--- src/rtl/pipe_reg_skid_pkg.sv ---
// Shared types for the skid-buffered pipeline register.
package pipe_pkg;

  // Occupancy state; the encoding doubles as the entry count.
  typedef enum logic [1:0] {
    S_EMPTY = 2'd0,
    S_ONE   = 2'd1,
    S_TWO   = 2'd2
  } skid_state_t;

  // Width of the occupancy count output (0..2).
  localparam int COUNT_W = 2;

endpackage

--- src/rtl/pipe_reg_skid_en_reg.sv ---
// Enabled data register with synchronous reset and clear, both loading RESET_VALUE.
module en_reg #(
  parameter int                WIDTH       = 32,
  parameter logic [WIDTH-1:0]  RESET_VALUE = {WIDTH{1'b0}}
) (
  input  logic             clk,
  input  logic             rst,
  input  logic             i_clear,
  input  logic             i_en,
  input  logic [WIDTH-1:0] i_d,
  output logic [WIDTH-1:0] o_q
);

  logic [WIDTH-1:0] r_q;

  // Reset and clear take priority over a load; otherwise hold.
  always_ff @(posedge clk) begin
    if (rst || i_clear) begin
      r_q <= RESET_VALUE;
    end else if (i_en) begin
      r_q <= i_d;
    end
  end

  assign o_q = r_q;

endmodule

--- src/rtl/pipe_reg_skid.sv ---
// Pipeline register with valid/ready handshake, one-entry skid buffer,
// synchronous flush and a saturating back-pressure counter.
module pipe_reg_skid
  import pipe_pkg::*;
#(
  parameter int                WIDTH       = 32,
  parameter logic [WIDTH-1:0]  RESET_VALUE = {WIDTH{1'b0}},
  parameter int                CNT_W       = 16
) (
  input  logic               clk,
  input  logic               rst,
  input  logic               flush,
  input  logic               in_valid,
  output logic               in_ready,
  input  logic [WIDTH-1:0]   in_data,
  output logic               out_valid,
  input  logic               out_ready,
  output logic [WIDTH-1:0]   out_data,
  output logic [COUNT_W-1:0] count,
  output logic [CNT_W-1:0]   stall_cnt
);

  skid_state_t      r_state;
  logic [CNT_W-1:0] r_stallCnt;

  logic             w_inReady;
  logic             w_outValid;
  logic             w_inXfer;
  logic             w_outXfer;
  logic             w_stall;
  logic             w_mainEn;
  logic             w_skidEn;
  logic [WIDTH-1:0] w_mainD;
  logic [WIDTH-1:0] w_mainQ;
  logic [WIDTH-1:0] w_skidQ;

  // Ready depends only on registered state, rst and flush, so out_ready never reaches in_ready.
  assign w_inReady  = ~rst & ~flush & (r_state != S_TWO);
  assign w_outValid = ~flush & (r_state != S_EMPTY);
  assign w_inXfer   = in_valid & w_inReady;
  assign w_outXfer  = w_outValid & out_ready;
  assign w_stall    = w_outValid & ~out_ready;

  // Decide which data register loads this cycle and from where.
  always_comb begin
    w_mainEn = 1'b0;
    w_skidEn = 1'b0;
    w_mainD  = in_data;
    case (r_state)
      S_EMPTY: begin
        w_mainEn = w_inXfer;
      end
      S_ONE: begin
        w_mainEn = w_inXfer & w_outXfer;
        w_skidEn = w_inXfer & ~w_outXfer;
      end
      S_TWO: begin
        w_mainEn = w_outXfer;
        w_mainD  = w_skidQ;
      end
      default: begin
        w_mainEn = 1'b0;
      end
    endcase
  end

  en_reg #(
    .WIDTH       (WIDTH),
    .RESET_VALUE (RESET_VALUE)
  ) u_mainReg (
    .clk     (clk),
    .rst     (rst),
    .i_clear (flush),
    .i_en    (w_mainEn),
    .i_d     (w_mainD),
    .o_q     (w_mainQ)
  );

  en_reg #(
    .WIDTH       (WIDTH),
    .RESET_VALUE (RESET_VALUE)
  ) u_skidReg (
    .clk     (clk),
    .rst     (rst),
    .i_clear (flush),
    .i_en    (w_skidEn),
    .i_d     (in_data),
    .o_q     (w_skidQ)
  );

  // Occupancy tracking; rst and flush both empty the buffer.
  always_ff @(posedge clk) begin
    if (rst) begin
      r_state <= S_EMPTY;
    end else if (flush) begin
      r_state <= S_EMPTY;
    end else begin
      case (r_state)
        S_EMPTY: begin
          if (w_inXfer) r_state <= S_ONE;
        end
        S_ONE: begin
          if (w_inXfer && !w_outXfer) begin
            r_state <= S_TWO;
          end else if (!w_inXfer && w_outXfer) begin
            r_state <= S_EMPTY;
          end
        end
        S_TWO: begin
          if (w_outXfer) r_state <= S_ONE;
        end
        default: begin
          r_state <= S_EMPTY;
        end
      endcase
    end
  end

  // Count presented-but-not-taken cycles, sticking at all-ones; flush cycles never count.
  always_ff @(posedge clk) begin
    if (rst) begin
      r_stallCnt <= '0;
    end else if (w_stall && (r_stallCnt != {CNT_W{1'b1}})) begin
      r_stallCnt <= r_stallCnt + {{(CNT_W-1){1'b0}}, 1'b1};
    end
  end

  assign in_ready  = w_inReady;
  assign out_valid = w_outValid;
  assign out_data  = w_mainQ;
  assign count     = r_state;
  assign stall_cnt = r_stallCnt;

endmodule

--- config.mk ---
export PLATFORM = sky130hd
export DESIGN_NAME = pipe_reg_skid
export DESIGN_NICKNAME = d
export VERILOG_FILES = /design/src/rtl/pipe_reg_skid_pkg.sv /design/src/rtl/pipe_reg_skid_en_reg.sv /design/src/rtl/pipe_reg_skid.sv
export SDC_FILE = /design/constraint.sdc
export NUM_CORES = 1
export LEC_CHECK = 0
export ABC_AREA = 1
export CAP_MARGIN = 10
export CORE_UTILIZATION = 54
export DETAILED_ROUTE_END_ITERATION = 8
export PLACE_DENSITY = 0.87
export RECOVER_POWER = 100
export SYNTH_ARGS = -nofsm -noshare
export SYNTH_HDL_FRONTEND = slang
export SYNTH_SLANG_ARGS = --single-unit
--- constraint.sdc ---
create_clock -name clk -period 2.3 [get_ports clk]
set_input_delay 0.575 -clock clk [delete_from_list [all_inputs] [get_ports clk]]
set_output_delay 0.575 -clock clk [all_outputs]
set_load 0.01 [all_outputs]
### Yosys cells after proc, flatten, opt, wreduce, memory -nomap -nowiden

Cells that the tools add are included.

* register bits: 82
* latch bits: 0
* bits in writable memories: 0
* bits in read-only memories: 0
* input port bits: 37
* output and inout port bits: 52
* logic and storage cells: 42
* memories kept: 0

* $add $sub $neg: 1
* multipliers: 0
* divide/modulo/power cells: 0
* magnitude comparators: 0
* eq/ne operators: 7
* shift operators: 0
* multiplexer cells: 8
* bitwise logic cells: 12
* reductions and logical operators: 10

Operator list (count)
* $mux W32: 1
* $add A16 B1 Y16 const B: 1
* $ne A16 B16 Y1 const B: 1
* $and A1 B1 Y1: 8
* $mux W2: 4
* $ne A2 B2 Y1 const B: 3
* $pmux W2 S3: 1
* $not A1 Y1: 4
* $logic_and A1 B1 Y1: 3
* $ne A3 B3 Y1 const B: 1
* $pmux W1 S3: 1
* $reduce_and A3 Y1: 1
* $eq A2 B1 Y1 const B: 1
* $eq A2 B2 Y1 const B: 1
* $logic_not A1 Y1: 2
* $logic_not A2 Y1: 1
* $reduce_bool A2 Y1: 1
* $reduce_or A2 Y1: 1
* $logic_or A1 B1 Y1: 1
* $mux W1: 1

### Longest topological paths before layout

Gate-level depths: netlist of the first run.

* depth after elaboration: 9
* depth in mapped cells: 9

### By module

From an unflattened synthesis of the first run, not the netlist that was laid out.

* cells, all modules: 683
* area, all modules: 4232.8 um^2

By module, submodules not included
* en_reg: times used 2, cells each 203, area each 1353.8 um^2, seq. area each 640.6 um^2
* pipe_reg_skid: times used 1, cells each 277, area each 1525.2 um^2, seq. area each 360.3 um^2

### Least setup slack after synthesis of the first run

No wires, ideal clock.

* kind: input to register
* start: in flush
* end: reg u_skidReg.r_q[17], in the netlist u_skidReg.o_q[17]
* setup time: 0.119 ns
* data arrival time: 1.477 ns
* data required time: 2.181 ns
* slack: 0.704 ns
* stages on the path: 8
* path through: nor2_2 > inv_2 > nor2_2 > nand3_2 > buf_6 > buf_6 > o21ai_0 > a21oi_1

* cells in the longest elaborated chain, start to end: 6
* elaborated cells between the ends (all ways): 10

RTL lines
* start: declaration: line pipe_reg_skid.sv:12 `input logic flush,`
* $not A1 Y1: line pipe_reg_skid.sv:38, pipe_reg_skid.sv:39
* $and A1 B1 Y1 (on tied branches): line pipe_reg_skid.sv:38, pipe_reg_skid.sv:39
* $and A1 B1 Y1 (on tied branches): line pipe_reg_skid.sv:38, pipe_reg_skid.sv:41
* $and A1 B1 Y1 or $not A1 Y1 (tied branches): line pipe_reg_skid.sv:40, pipe_reg_skid.sv:55
* $and A1 B1 Y1: line pipe_reg_skid.sv:55 `w_skidEn = w_inXfer & ~w_outXfer;`
* $mux W1: line pipe_reg_skid.sv:49 `case (r_state)`
* end signal: assignment: line pipe_reg_skid_en_reg.sv:21 `r_q <= i_d;`
* end: declaration: line pipe_reg_skid_en_reg.sv:14 `logic [WIDTH-1:0] r_q;`

Several ways; a longest one is shown, not always the timed one.
A chain may end at the register's enable or synchronous reset.

### Final worst setup path of the first run

* start: in flush
* end: reg r_stallCnt[13], in the netlist stall_cnt[13]

* cells in the longest elaborated chain, start to end: 4

RTL lines
* $not A1 Y1: line pipe_reg_skid.sv:39 `assign w_outValid = ~flush & (r_state != S_EMPTY);`
* $and A1 B1 Y1: line pipe_reg_skid.sv:39
* $and A1 B1 Y1: line pipe_reg_skid.sv:42 `assign w_stall = w_outValid & ~out_ready;`
* $logic_and A1 B1 Y1: line pipe_reg_skid.sv:123 `end else if (w_stall && (r_stallCnt != {CNT_W{1'b1}})) begin`
* end signal: assignment: line pipe_reg_skid.sv:124 `r_stallCnt <= r_stallCnt + {{(CNT_W-1){1'b0}}, 1'b1};`
* end: declaration: line pipe_reg_skid.sv:24 `logic [CNT_W-1:0] r_stallCnt;`

No other way between the ends.

==> metrics.txt, run 1 <==
met1 usage=26.6%; GPL Wtd Cong=0.810; Fin Clk Skew=0.00639 ns; Yosys warnings=0; CP max FO=9; r2r endpoint=stall_cnt[11]$_SDFFE_PP0P_; commonest non-fill, non-tap cells in the layout=nand2_1, nor2_1, dfxtp_1, inv_1, o21ai_0; dpl ws=-0.131 ns; root buffer cell=clkbuf_8; VDD IR max=0.433 mV; row cnt=30; Clk pwr share=40.2%; simple-gate share of the synthesized area=27.8%; setup_tns=0 ns; post-synthesis cell type count=23; Avg WL per Cell=11.2 um; cell-internal power=2170 uW; # nets final=702; final total power=2840 uW; commonest non-fill, non-tap cell in the layout=nand2_1; layout cells sized above 1=4.33%; met2 Usage GRT=43.7%; Setup violations, final=0; RSZ-0062 raised after global routing=no; worst hold slack=0.451 ns; global-route wire length before repair=14300 um; pwr dens=570 mW/mm^2; final worst-path cycle share=95.0%; DRT iter0 DRCs=167; Filler cells=605; Syn Std Cell Area=0.00386 sq mm; hpwl dp=5730 um; full die area=0.00748 sq mm; sequential power share=50.9%; chip height=86.5 um; final wirelength=8600 um; Net Count, Synth=621; number of I/O port buffers=88; power share of the combinational group=8.9%; core area=0.00683 sq mm; Reg area=0.00164 sq mm; Reg-to-Reg Start=stall_cnt[0]$_SDFFE_PP0P_; Slew Limit Fails=0; DRT antenna net count=0; diode count=0; die width=86.5 um; IO Count=89; Max Buffers Root-to-Sink=2; DR vias/cell=4.96; status=completed; DRC=0; Synth Instances=583; hold violation total from the final report=0; mux contribution to synthesized area=0%; placed cells=749; First-pass DRT Iterations=4; overflow left after global routing=0; Synth Area in Compound Gates=15.2%; Crit. End Element=register; TritonCTS clock tree=yes; GRT Overall Usage=24.0%; largest net degree at the start of global routing=67; footprint of the multi-input gates=0.00170 sq mm; Seq cells post-synth=82; Sink Count=82; hold path start=u_skidReg.o_q[7]$_SDFFE_PP0P_; synth-to-layout area growth=28.9%; vias in the first global route=3399; Worst setup SP type=primary input; CP arrival=2.44 ns; WHS Path Cells=2; XOR/XNOR share of the synthesized area=1.36%; Seq/Total Area, Yosys=42.6%; number of antenna violations at the first check in global routing=0; Clk Latency, worst-skew pair=0.35 ns; Non-Filler Instances=765; Switching Share=23.4%; Clock transition at path regs=0.08 ns; Worst Tran Pin Value=0.648 ns; Post-CTS Setup Inserts=0; required time worst endpoint=2.55 ns; Avg Synthesized Cell Area=6.61 sq um; first element of the critical path=flush; max_cap viols=0; Starting Density=56.4%; leakage power=0.00223 uW; worst reg2reg path depth=8; Max Clock Freq=458 MHz; GR peak layer=met2; CP Class=primary input to register; setup ws final=0.115 ns; post-layout minimum cycle time=2.19 ns; routing usage on met3=6.29%; Tightest Hold Check Type=register to register; main combinational cell family by area after synthesis=simple AND/OR/NAND/NOR gates; CTS H-tree lvls=3; headroom to the max-slew limit=56.8%; reg2reg setup slack=0.45 ns; Psw=663 uW; Hold EP=u_skidReg.o_q[7]$_SDFFE_PP0P_; vias=3791; Adder-Cell Fraction of Synth Area=0.324%; Num CTS Buffers=9
power by group through the flow:
stage / sequential, uW / combinational (uW) / clock (uW)
final: 1440 / 252 / 1140
after global routing: 1450 / 284 / 1220
after CTS: 1440 / 265 / 1160
after detailed placement: 1480 / 263 / 0
after global placement: 1480 / 256 / 0
after floorplan: 1480 / 120 / 0
worst max-delay path: stages:
cell	delay [ns]
clkdlybuf4s50_1	0.47
clkbuf_1	0.16
nor3_1	0.40
inv_1	0.08
nor2_1	0.15
clkbuf_1	0.36
nand3_1	0.13
nand2_1	0.08
nor2_1	0.04
final cells by class:
| cell class | count | share of cell area [%] |
|---|---|---|
| multi-input cells | 389 | 34.2 |
| flip-flops and latches | 82 | 33.0 |
| repair buffers | 100 | 19.8 |
| inverters | 82 | 6.19 |
| clock buffers | 10 | 2.57 |
| well taps | 96 | 2.42 |
| clock inverters | 6 | 1.84 |
what timing repair did:
item	in CTS	in global routing
endpoints found under the setup margin	2	0
gates resized for setup	2	0
hold buffers	0	0
state kept, by name (all words and copies together) (netlist names):
| register | flops |
|---|---|
| count | 2 |
| u_skidReg.o_q | 32 |
| u_mainReg.o_q | 32 |
| stall_cnt | 16 |
how the worst max path moves through the flow:
stage / endpoint / slack (ns) / depth (start not counted)
5_1_grt: stall_cnt[13]$_SDFFE_PP0P_ / 0.04 / 9
4_1_cts: in_ready / 0.14 / 5
3_5_place_dp: in_ready / -0.13 / 5
2_1_floorplan: u_skidReg.o_q[17]$_SDFFE_PP0P_ / 0.70 / 8
3_3_place_gp: in_ready / -0.11 / 5
6_report: stall_cnt[13]$_SDFFE_PP0P_ / 0.11 / 9
kinds of logic after synthesis:
| family | Yosys count |
|---|---|
| and+or+nand+nor | 268 |
| DFF | 82 |
| buffers and inverters | 112 |
| xor gates and xnor gates | 6 |
| AOI/OAI and AO/OA | 114 |
| adders and majority gates | 1 |
through the flow:
| stage | area (sq um) | utilization, % |
|---|---|---|
| finish | 4970 | 72.8 |
| global route | 4970 | 72.8 |
| CTS | 5030 | 73.6 |
| detailed placement | 4810 | 70.4 |
| global placement | 4810 | 70.4 |
| floorplan | 3860 | - |
per-layer routing:
metal	routed length [um]	part of all wire (%)
met5	0	0
met3	500	5.8
met4	154	1.8
met1	3670	43
met2	4280	50
cell usage after synthesis (all sizes together):
cell type	count	area share (%)
clkbuf	10	0.97
xnor2	2	0.45
nand3	13	1.8
o31ai	1	0.19
o21ai	67	8.7
nand4	6	0.97
ha	1	0.32
nor2	95	9.6
buf	20	3.7
nand2	152	15
a21oi	45	5.8
inv	82	8.0
nor3	2	0.68
dfxtp	82	43
xor2	4	0.91
o22ai	1	0.52
(Power assumes the default switching activity.)
==> run 2: changes to the inputs <==
Settings changed: SKIP_CTS_REPAIR_TIMING from default to 1.
==> run 2 against run 1 <==
Compared with the run above: final cell count did not move; global-route usage did not move; worst setup slack improved by 0.050 ns; sequential power barely moved; highest routed layer unchanged; clock power barely moved; critical endpoint unchanged; critical path depth did not move; maximum frequency rose by 2.3%; die area did not move; utilization fell by 0.13 points; flip-flop and latch count did not move; sequential share of layout area rose by 0.058 points.
==> metrics.txt, run 2 (synthesized netlist as in run 1, its figures left out) <==
Area after DPL=0.00481 sq mm (unchanged); final worst-path cycle share=92.9% (-2.2 points); Sink Count=82 (unchanged); crit path to=stall_cnt[13]$_SDFFE_PP0P_; max_cap viols=0 (unchanged); Starting Density=56.4% (unchanged); CP arrival=2.39 ns (-0.05 ns); row cnt=30 (unchanged); hold violation total from the final report=0 (unchanged); root buffer cell=clkbuf_8; commonest non-fill, non-tap cells in the layout=nand2_1, nor2_1, dfxtp_1, inv_1, o21ai_0; final core area utilization=72.7% (-0.13 points); full die area=0.00748 sq mm (unchanged); leakage power=0.00223 uW (about the same); IO Count=89 (unchanged); hpwl dp=5730 um (unchanged); Reg-to-Reg Start=stall_cnt[0]$_SDFFE_PP0P_; DR vias/cell=4.93 (-0.50%); hold path start=u_skidReg.o_q[7]$_SDFFE_PP0P_; Clock transition at path regs=0.08 ns (about the same); Non-Filler Instances=765 (unchanged); number of antenna violations at the first check in global routing=0 (unchanged); vias=3772 (-0.50%); Tightest Hold Check Type=register to register; die width=86.5 um (unchanged); vias in the first global route=3399 (unchanged); Setup violations, final=0 (unchanged); VDD IR max=0.432 mV (-0.19%); Slew Limit Fails=0 (unchanged); CP max FO=9 (unchanged); CTS H-tree lvls=3 (unchanged); overflow left after global routing=0 (unchanged); diode count=0 (unchanged); worst hold slack=0.451 ns (-0.000152 ns); headroom to the max-slew limit=58.8% (+2.0 points); commonest non-fill, non-tap cell in the layout=nand2_1; GPL Wtd Cong=0.810 (unchanged); post-layout minimum cycle time=2.14 ns (-0.0495 ns); layout cells sized above 1=4.04% (-0.30 points); Num CTS Buffers=9 (unchanged); GRT Overall Usage=24.0% (unchanged); number of I/O port buffers=88 (unchanged); first element of the critical path=flush; Worst setup SP type=primary input; CP Class=primary input to register; DRC=0 (unchanged); status=completed; TritonCTS clock tree=yes; pwr dens=571 mW/mm^2 (+0.14%); # nets final=702 (unchanged); required time worst endpoint=2.55 ns (about the same); worst reg2reg path depth=8 (unchanged); largest net degree at the start of global routing=67 (unchanged); Max Buffers Root-to-Sink=2 (unchanged); Max Clock Freq=468 MHz (+2.3%); Crit. End Element=register; Avg WL per Cell=11.3 um (+0.19%); dpl ws=-0.131 ns (unchanged); Clk Latency, worst-skew pair=0.36 ns (about the same); core area=0.00683 sq mm (unchanged); r2r endpoint=stall_cnt[5]$_SDFFE_PP0P_; First-pass DRT Iterations=4 (unchanged); setup ws final=0.164 ns (+0.0495 ns); chip height=86.5 um (unchanged); RSZ-0062 raised after global routing=no; synth-to-layout area growth=28.7%; Worst Tran Pin Value=0.618 ns (-0.0303 ns); DRT iter0 DRCs=169 (+1.2%); global-route wire length before repair=14300 um (unchanged); WHS Path Cells=2 (unchanged); Fin Clk Skew=0.00676 ns (+0.000371 ns); post-route cell area=0.00496 sq mm (-0.18%); reg2reg setup slack=0.40 ns (-0.05 ns); placed cells=749 (unchanged); DRT antenna net count=0 (unchanged); final wirelength=8620 um (+0.19%)
[run 2: cell count changes in the layout (fill, tap and decap cells not counted)]
| cell | change |
|---|---|
| inv_1 | -1 |
| nor2_1 | +1 |
| clkbuf_4 | -1 |
| dlygate4sd2_1 | -2 |
| nor2_4 | -1 |
| buf_4 | -1 |
| clkinv_1 | +1 |
| buf_6 | +1 |
| dlymetal6s2s_1 | +1 |
| clkbuf_1 | +2 |
[run 2: metal layers]
layer / track usage, % / wire, um
met2: 43.7 / 4290
met4: 9.85 / 153
met1: 26.6 / 3730
met5: 0 / 0
met3: 6.29 / 444
[run 2: critical path: stages]
cell             delay [ns]
clkdlybuf4s50_1        0.44
clkbuf_1               0.14
nor3_1                 0.40
inv_1                  0.08
nor2_1                 0.15
clkbuf_1               0.36
nand3_1                0.13
nand2_1                0.08
nor2_1                 0.04
[run 2: cell type report]
| type | instances | area [sq um] |
|---|---|---|
| Fill cell | 605 | 1870 |
| Sequential cell | 82 | 1640 |
| Tap cell | 96 | 120 |
| Timing Repair Buffer | 100 | 981 |
| Inverter | 82 | 308 |
| Clock inverter | 6 | 91.3 |
| Clock buffer | 10 | 128 |
| Multi-Input combinational cell | 389 | 1690 |
[run 2: how the worst min path moves through the flow]
| stage | to |
|---|---|
| floorplan | u_skidReg.o_q[21]$_SDFFE_PP0P_ |
| global placement | u_skidReg.o_q[8]$_SDFFE_PP0P_ |
| detailed placement | u_skidReg.o_q[7]$_SDFFE_PP0P_ |
| CTS | u_skidReg.o_q[3]$_SDFFE_PP0P_ |
| global route | u_skidReg.o_q[8]$_SDFFE_PP0P_ |
| finish | u_skidReg.o_q[7]$_SDFFE_PP0P_ |
[run 2: report_power, final]
group	switching (uW)	total [uW]	internal [uW]
logic	127	251	124
clock network	527	1140	613
registers	8.44	1440	1430
[run 2: per-stage QoR]
stage,TNS [ns],total power (uW)
after floorplan,0,1600
after global placement,-0.160,1730
after detailed placement,-0.336,1740
after CTS,-0.219,2870
after global routing,0,2950
final,0,2830
